<file path="src/rtl/pool_pkg.sv">
// pool_pkg: shared FSM state type, width helpers and unsigned max for the max-pool sequencer
package pool_pkg;
  typedef enum logic [1:0] {IDLE, RUN, DRAIN} state_e;
  localparam int MAX_DW = 64;
  localparam int PW = 2;
  function automatic int cfg_w(input int max_dim);
    return $clog2(max_dim + 1);
  endfunction
  function automatic int grp_w(input int max_w, input int pool);
    return (max_w / pool) > 1 ? $clog2(max_w / pool) : 1;
  endfunction
  function automatic logic [MAX_DW-1:0] max2(input logic [MAX_DW-1:0] a, input logic [MAX_DW-1:0] b);
    return a > b ? a : b;
  endfunction
endpackage

</file>
<file path="src/rtl/pool_row_buf.sv">
// pool_row_buf: partial-max row buffer with synchronous write and combinational read at one shared index
module pool_row_buf
  import pool_pkg::*;
#(
  parameter int DATA_W = 20,
  parameter int DEPTH = 112,
  parameter int AW = 7
) (
  input  logic              clk,
  input  logic              wr_en,
  input  logic [AW-1:0]     idx,
  input  logic [DATA_W-1:0] wr_data,
  output logic [DATA_W-1:0] rd_data
);
  logic [DATA_W-1:0] mem [DEPTH];
  always_ff @(posedge clk) if (wr_en) mem[idx] <= wr_data;
  assign rd_data = mem[idx];
endmodule

</file>
<file path="src/rtl/pool_window_sequencer.sv">
// pool_window_sequencer: streams a row-major feature map through non-overlapping POOLxPOOL max-pool windows
module pool_window_sequencer
  import pool_pkg::*;
#(
  parameter int DATA_W = 20,
  parameter int POOL = 2,
  parameter int MAX_W = 224,
  parameter int MAX_H = 224
) (
  input  logic                       clk,
  input  logic                       rst,
  input  logic                       start,
  input  logic [$clog2(MAX_W+1)-1:0] cfg_width,
  input  logic [$clog2(MAX_H+1)-1:0] cfg_height,
  input  logic                       in_valid,
  output logic                       in_ready,
  input  logic [DATA_W-1:0]          in_data,
  output logic                       out_valid,
  input  logic                       out_ready,
  output logic [DATA_W-1:0]          out_data,
  output logic                       busy,
  output logic                       done,
  output logic                       cfg_err
);
  localparam int WW = cfg_w(MAX_W);
  localparam int HW = cfg_w(MAX_H);
  localparam int DEPTH = MAX_W / POOL;
  localparam int GW = grp_w(MAX_W, POOL);
  localparam logic [PW-1:0] LAST = PW'(POOL - 1);

  state_e state_q, state_d;
  logic [WW-1:0] w_q, w_d, col_q, col_d;
  logic [HW-1:0] h_q, h_d, row_q, row_d;
  logic [PW-1:0] pc_q, pc_d, pr_q, pr_d;
  logic [GW-1:0] g_q, g_d;
  logic [DATA_W-1:0] hacc_q, hacc_d, out_data_q, out_data_d, hmax, rd_data, wr_data;
  logic out_valid_q, out_valid_d, busy_q, busy_d, done_q, done_d, cfg_err_q, cfg_err_d;
  logic accept, wr_en, cfg_ok, col_wrap, row_wrap;

  function automatic logic [DATA_W-1:0] mx(input logic [DATA_W-1:0] a, input logic [DATA_W-1:0] b);
    return DATA_W'(max2(MAX_DW'(a), MAX_DW'(b)));
  endfunction

  assign in_ready = state_q == RUN && (!out_valid_q || out_ready);
  assign accept = in_valid && in_ready;
  assign hmax = mx(hacc_q, in_data);
  assign col_wrap = col_q == w_q - WW'(1);
  assign row_wrap = row_q == h_q - HW'(1);
  assign wr_en = accept && pc_q == LAST && pr_q != LAST;
  assign wr_data = pr_q == '0 ? hmax : mx(rd_data, hmax);
  assign cfg_ok = cfg_width != '0 && cfg_height != '0 && cfg_width % WW'(POOL) == '0 &&
                  cfg_height % HW'(POOL) == '0 && cfg_width <= WW'(MAX_W) && cfg_height <= HW'(MAX_H);

  pool_row_buf #(.DATA_W(DATA_W), .DEPTH(DEPTH), .AW(GW)) u_buf (
    .clk(clk),
    .wr_en(wr_en),
    .idx(g_q),
    .wr_data(wr_data),
    .rd_data(rd_data)
  );

  always_comb begin
    state_d = state_q;
    w_d = w_q;
    h_d = h_q;
    col_d = col_q;
    row_d = row_q;
    pc_d = pc_q;
    pr_d = pr_q;
    g_d = g_q;
    hacc_d = hacc_q;
    out_data_d = out_data_q;
    busy_d = busy_q;
    done_d = 1'b0;
    cfg_err_d = 1'b0;
    out_valid_d = out_valid_q && !out_ready;
    if (state_q == IDLE && start) begin
      cfg_err_d = !cfg_ok;
      if (cfg_ok) begin
        state_d = RUN;
        busy_d = 1'b1;
        w_d = cfg_width;
        h_d = cfg_height;
        col_d = '0;
        row_d = '0;
        pc_d = '0;
        pr_d = '0;
        g_d = '0;
      end
    end
    if (accept) begin
      hacc_d = pc_q == '0 ? in_data : hmax;
      if (pc_q == LAST && pr_q == LAST) begin
        out_data_d = mx(rd_data, hmax);
        out_valid_d = 1'b1;
      end
      col_d = col_wrap ? '0 : col_q + WW'(1);
      pc_d = pc_q == LAST ? '0 : pc_q + PW'(1);
      g_d = col_wrap ? '0 : g_q + GW'(pc_q == LAST);
      if (col_wrap) begin
        row_d = row_q + HW'(1);
        pr_d = pr_q == LAST ? '0 : pr_q + PW'(1);
        state_d = row_wrap ? DRAIN : RUN;
      end
    end
    if (state_q == DRAIN && !out_valid_d) begin
      state_d = IDLE;
      busy_d = 1'b0;
      done_d = 1'b1;
    end
  end

  always_ff @(posedge clk) begin
    if (rst) begin
      state_q <= IDLE;
      w_q <= '0;
      h_q <= '0;
      col_q <= '0;
      row_q <= '0;
      pc_q <= '0;
      pr_q <= '0;
      g_q <= '0;
      hacc_q <= '0;
      out_data_q <= '0;
      out_valid_q <= 1'b0;
      busy_q <= 1'b0;
      done_q <= 1'b0;
      cfg_err_q <= 1'b0;
    end else begin
      state_q <= state_d;
      w_q <= w_d;
      h_q <= h_d;
      col_q <= col_d;
      row_q <= row_d;
      pc_q <= pc_d;
      pr_q <= pr_d;
      g_q <= g_d;
      hacc_q <= hacc_d;
      out_data_q <= out_data_d;
      out_valid_q <= out_valid_d;
      busy_q <= busy_d;
      done_q <= done_d;
      cfg_err_q <= cfg_err_d;
    end
  end

  assign out_valid = out_valid_q;
  assign out_data = out_data_q;
  assign busy = busy_q;
  assign done = done_q;
  assign cfg_err = cfg_err_q;
endmodule

</file>
<file path="config.mk">
export PLATFORM = sky130hd
export DESIGN_NAME = pool_window_sequencer
export DESIGN_NICKNAME = d
export VERILOG_FILES = /design/src/rtl/pool_pkg.sv /design/src/rtl/pool_row_buf.sv /design/src/rtl/pool_window_sequencer.sv
export SDC_FILE = /design/constraint.sdc
export NUM_CORES = 2
export LEC_CHECK = 0
export BUFFER_PORTS_ARGS = -buffer_cell sky130_fd_sc_hd__buf_2
export CAP_MARGIN = 10
export CORE_ASPECT_RATIO = 0.7
export CORE_MARGIN = 2
export CORE_UTILIZATION = 30
export CTS_CLUSTER_DIAMETER = 30
export DETAILED_ROUTE_END_ITERATION = 16
export GPL_TIMING_DRIVEN = 0
export MAX_ROUTING_LAYER = met4
export PLACE_DENSITY_LB_ADDON = 0.08
export REMOVE_ABC_BUFFERS = 1
export SYNTH_ARGS = -nofsm -noshare
export SYNTH_HDL_FRONTEND = slang
export SYNTH_SLANG_ARGS = --single-unit
</file>
<file path="constraint.sdc">
create_clock -name clk -period 11 [get_ports clk]
set_input_delay 0 -clock clk [delete_from_list [all_inputs] [get_ports clk]]
set_output_delay 0 -clock clk [all_outputs]
set_load 0.05 [all_outputs]
</file>
# Word level (Yosys, flattened, before mapping)
# Memory sizes are Yosys's and may differ from the RTL's. A register that Yosys moved wholly into a read port is not among the register bits.
# Cells that the tools add are included.
[totals]
ff_bits = 89
latchBits = 0
mem_bits_rw = 2240
rom_bits = 0
input_bits = 41
output_inout_bits = 25
wordCells = 103
memories = 1
[memory_table]
columns = ["memory", "depth", "width", "rd", "rd_clocked_by_memory_dff", "wr", "line", "rtl"]
rows = [
  ["u_buf.mem", 112, 20, 1, 1, 1, "pool_row_buf.sv:15", "logic [DATA_W-1:0] mem [DEPTH];"],
]
[op_classes]
n_addsub = 7
multipliers = 0
div = 0
n_lt_le_gt_ge = 4
eq_ne = 7
shift = 0
muxes = 37
bitwise = 1
reduce_logical = 32
[ops]
columns = ["op", "n"]
rows = [
  ["$mux 20", 4],
  ["$mux 8", 8],
  ["$mux 7", 6],
  ["$gt 20x20->1", 2],
  ["$mux 2", 14],
  ["$add 8x1->8 const B", 2],
  ["$eq 8x8->1", 2],
  ["$le 8x8->1 const B", 2],
  ["$logic_not 8->1", 2],
  ["$reduce_bool 8->1", 2],
  ["$sub 8x1->8 const B", 2],
  ["$logic_and 1x1->1", 13],
  ["$add 7x1->7", 1],
  ["$eq 2x1->1 const B", 3],
  ["$logic_not 2->1", 3],
  ["$reduce_and 2->1", 3],
  ["$mux 1", 5],
  ["$add 2x1->2 const B", 2],
  ["$logic_not 1->1", 4],
  ["$reduce_bool 2->1", 2],
  ["$reduce_or 2->1", 2],
  ["$eq 2x2->1 const B", 1],
  ["$ne 2x1->1 const B", 1],
  ["$logic_or 1x1->1", 1],
  ["$not 1->1", 1],
]

# Longest topological paths before layout
[depth]
depth_word = 11
ltp_mapped = 21
ltp_nobuf = 17

# Cells and area by module
# A second synthesis with hierarchy kept.
[hier_totals]
hier_cells = 5653
hier_area_um2 = 91758.0
[modules_own_cells]
columns = ["module", "instances", "cells_each", "area_each_um2", "seq_area_each_um2"]
rows = [
  ["pool_row_buf", 1, 5038, 86352.8, 67264.5],
  ["pool_window_sequencer", 1, 615, 5405.2, 1781.7],
]

# Worst setup path after synthesis
# Ideal clock, no wire load.
[synth_timing]
kind = "reg-to-reg"
start = "register with a tool-made name"
end = "memory u_buf.mem[0][19], data pin"
setup_ps = 829
arrival_ps = 7196
required_ps = 10171
path_slack_ps = 2975
stages_incl_launch_ff = 18
n_path_buf = 4
synth_period_minus_slack_ps = 8025
cell_sequence = "dfxtp_1 > buf_6 > buf_8 > buf_2 > mux4_2 > mux4_2 > nor3_1 > a21oi_1 > a31oi_1 > inv_1 > ha_1 > and3_1 > o21ai_0 > o21ai_0 > nor4bb_1 > or3_1 > clkbuf_1 > mux2i_1"
[synth_lines]
columns = ["item", "line"]
rows = [
  ["to (decl)", "pool_row_buf.sv:15"],
]

==> impl_results.md <==
* Synth Register Bits at 2,336
* CTS tree: yes
* Initial Utilization at 30.2%
* Port bufs at 65
* Synth warn at 0
* Post-synthesis mux area share at 15.5%
* Share of cells above drive strength 1 at 30.8%
* Die area at 313,000 um2
* Largest family of logic cells by synthesized area: multiplexers
* Drt first pass iters at 6
* Synth top area cells: edfxtp_1 73%, mux4_2 12%, dfxtp_1 2.1%, mux2i_1 1.8%, mux4_1 1.1%
* Clock root cell: clkbuf_16
* GRT Util Overall at 20.0%
* Final worst path period share at 80.7%
* CP Capture Type: flip-flop
* Setup TNS at 0 ns
* Initial antenna violation count at 22
* Slew HR at 9.89%
* Total power draw at 23.9 mW
* Synth Instances at 4,554
* First-pass GRT wire length at 422 mm
* Setup Viol. Count Final at 0
* Non-Filler Instances at 9,657
* Hpwl dp at 193 mm
* Post-CTS Setup Bufs at 0
* Site Rows at 170
* Place WS at 1.59 ns
* Cell Area, Placed at 102,000 um2
* CP Max Fanout at 40
* Pint at 18.9 mW
* Nets at 5,220
* Critical Path AT at 9.61 ns
* Xor/xnor share of the synthesized area at 0.208%
* Mean routed wirelength per cell at 31.7 um
* Fin Hold WS at 0.0983 ns
* Startpoint types: flip-flop
* Critical path class: reg -> reg
* Gr ovfl total at 0
* Maximum VDD drop at 0.129 mV
* Ports at 66
* Minimum clock period at 8.87 ns
* Vias at 49,300
* Compound-cell area share of the yosys netlist at 3.35%
* Yosys cell types at 86
* Dpl cells at 8,693
* RSZ-0062 raised after global routing: no
* Skew final at 0.0642 ns
* Layout area overhead at 27.6%
* Synth Flop Type: edfxtp_1
* Mapped Area at 92,500 um2
* H-tree Lvls at 5
* GPL Wtd Cong at 0.771
* Hold Crit Class: in -> reg
* Most common cell after layout, fill and taps aside: edfxtp_1
* Leakage at 37.2 nW
* Switching pwr at 4.99 mW
* CTS sink count at 2,336
* Worst path required time at 11.73 ns
* Seq/Total Area, Yosys at 74.8%
* Drt drc at 0
* Register area at 69,200 um2
* Comb power frac at 1.7%
* Pins Over Slew Limit at 0
* Simple-gate share of the synthesized area at 3.43%
* Post-synth EDFFs at 2,240
* Hold Fails Final Rpt at 0
* Post_cts resized at 0
* Die width at 668 um
* Slew @ Worst Pin at 1.35 ns
* Antenna viol nets, final at 0
* Avg Cell Area, Syn at 20.3 um2
* Area leader, netlist: edfxtp_1
* Final Cell Area at 118,000 um2
* DRT iter0 DRCs at 5,373
* FILL cells at 27,700
* Most frequent cells in the layout: 2,240 x edfxtp_1, 512 x mux4_2, 461 x clkbuf_16
* Sw Ratio at 20.9%
* Avg Vias per Cell at 5.11
* Share of flip-flops with an asynchronous set or reset at 0%
* Max-cap violations at 0
* Share of power burned in registers at 41.0%
* Clock Tree Buf Depth at 4
* Util after Layout at 38.5%
* Share of the synthesized area in the top cell type at 72.7%
* Floorplan core area at 307,000 um2
* Vias in the first global route at 49,400
* Post-synthesis adder-cell area fraction at 0.622%
* Largest net degree at the start of global routing at 81
* Reg clk slew, reported paths at 0.05 ns
* Setup ws final at 2.13 ns
* Max Clk Rate at 0.113 GHz
* CTS buffer count at 452
* PwrDens at 202 nW/um2
* Clock power frac at 57.3%
* Drt total wl at 306 mm
* Area of the multi-input gates at 22,500 um2
* Clk Latency, worst-skew pair at 0.93 ns
* Outcome: finished clean
* Die Y at 469 um
-- critical path: stages, from the launching register on --
cell	delay [ns]
dfxtp_4	0.71
buf_16	0.33
buf_16	0.31
buf_16	0.32
buf_16	0.30
buf_16	0.29
mux4_2	0.55
a22oi_1	0.23
a21oi_1	0.21
nor2_1	0.86
nand4_1	0.55
ha_1	0.37
a211oi_1	0.27
o21a_1	0.16
o21ai_0	0.11
nor4bb_1	0.48
or3_2	0.51
buf_12	0.30
nor2_1	0.10
a21oi_4	0.69
buf_12	0.29
buf_12	0.21
buf_12	0.21
-- flip-flops by register name (all words and copies together), names as in the netlist, named ones only --
| register | cells |
|---|---|
| u_buf.mem | 2240 |
| hacc_q | 20 |
| out_data | 20 |
| col_q | 8 |
| h_q | 8 |
| row_q | 8 |
| w_q | 8 |
| g_q | 7 |
| pc_q | 2 |
| pr_q | 2 |
| state_q | 2 |
| busy | 1 |
| cfg_err | 1 |
| done | 1 |
| out_valid | 1 |
-- cells in the mapped netlist, types with 49 or more instances --
| cell | instances |
|---|---|
| mux4_2 | 512 |
| nand2_1 | 146 |
| a21oi_1 | 100 |
| dfxtp_1 | 96 |
| mux2i_1 | 164 |
| a22oi_1 | 56 |
| nor2_1 | 233 |
| buf_2 | 71 |
| inv_1 | 49 |
| edfxtp_1 | 2240 |
| clkbuf_1 | 85 |
| nand3_1 | 67 |
| o21ai_0 | 77 |
-- final cells by class --
| class | count | area share (%) |
|---|---|---|
| flip-flops and latches | 2336 | 58.6 |
| multi-input cells | 1920 | 19.1 |
| clock buffers | 514 | 9.97 |
| repair buffers | 369 | 4.86 |
| well taps | 4128 | 4.37 |
| clock inverters | 328 | 2.88 |
| inverters | 54 | 0.184 |
| diodes | 8 | 0.0170 |
-- final timing paths --
check	start	endpoint	slack, ns	depth (start not counted)
max	flip-flop	u_buf.mem[85][15]	2.13	22
min	rst	row_q[0]	0.1	3
max reg2reg	flip-flop	u_buf.mem[85][15]	2.13	22
min reg2reg	pc_q[1]	pc_q[1]	0.46	2
-- metal layers --
layer / track usage (%) / vias up / wire length [um]
met5: - / - / 0
met4: 4.31 / 0 / 5930
met3: 3.38 / 420 / 18100
met2: 27.1 / 1579 / 127000
met1: 31.0 / 26900 / 155000
li1: - / 20400 / -
-- power by group through the flow --
stage / logic (mW) / registers, mW / clock network (mW)
after global routing: 0.433 / 9.78 / 14.4
after floorplan: 0.139 / 9.99 / 0
after CTS: 0.404 / 9.79 / 13.9
after detailed placement: 0.378 / 9.96 / 0
after global placement: 0.294 / 10.0 / 0
final: 0.401 / 9.79 / 13.7
-- repair_timing --
| item | CTS | global route |
|---|---|---|
| hold buffers | 110 | 0 |
| hold endpoints to repair | 172 | 0 |
| endpoints found under the setup margin | 0 | 0 |
-- kinds of logic after synthesis --
| kind of cell | after synthesis |
|---|---|
| XOR/XNOR | 22 |
| buffers and inverters | 298 |
| AND/OR/NAND/NOR | 664 |
| adder cells (fa/ha/maj) | 46 |
| AO/OA/AOI/OAI | 457 |
| flip-flops | 2336 |
| multiplexers | 731 |
Power figures use the tool's default switching activity.
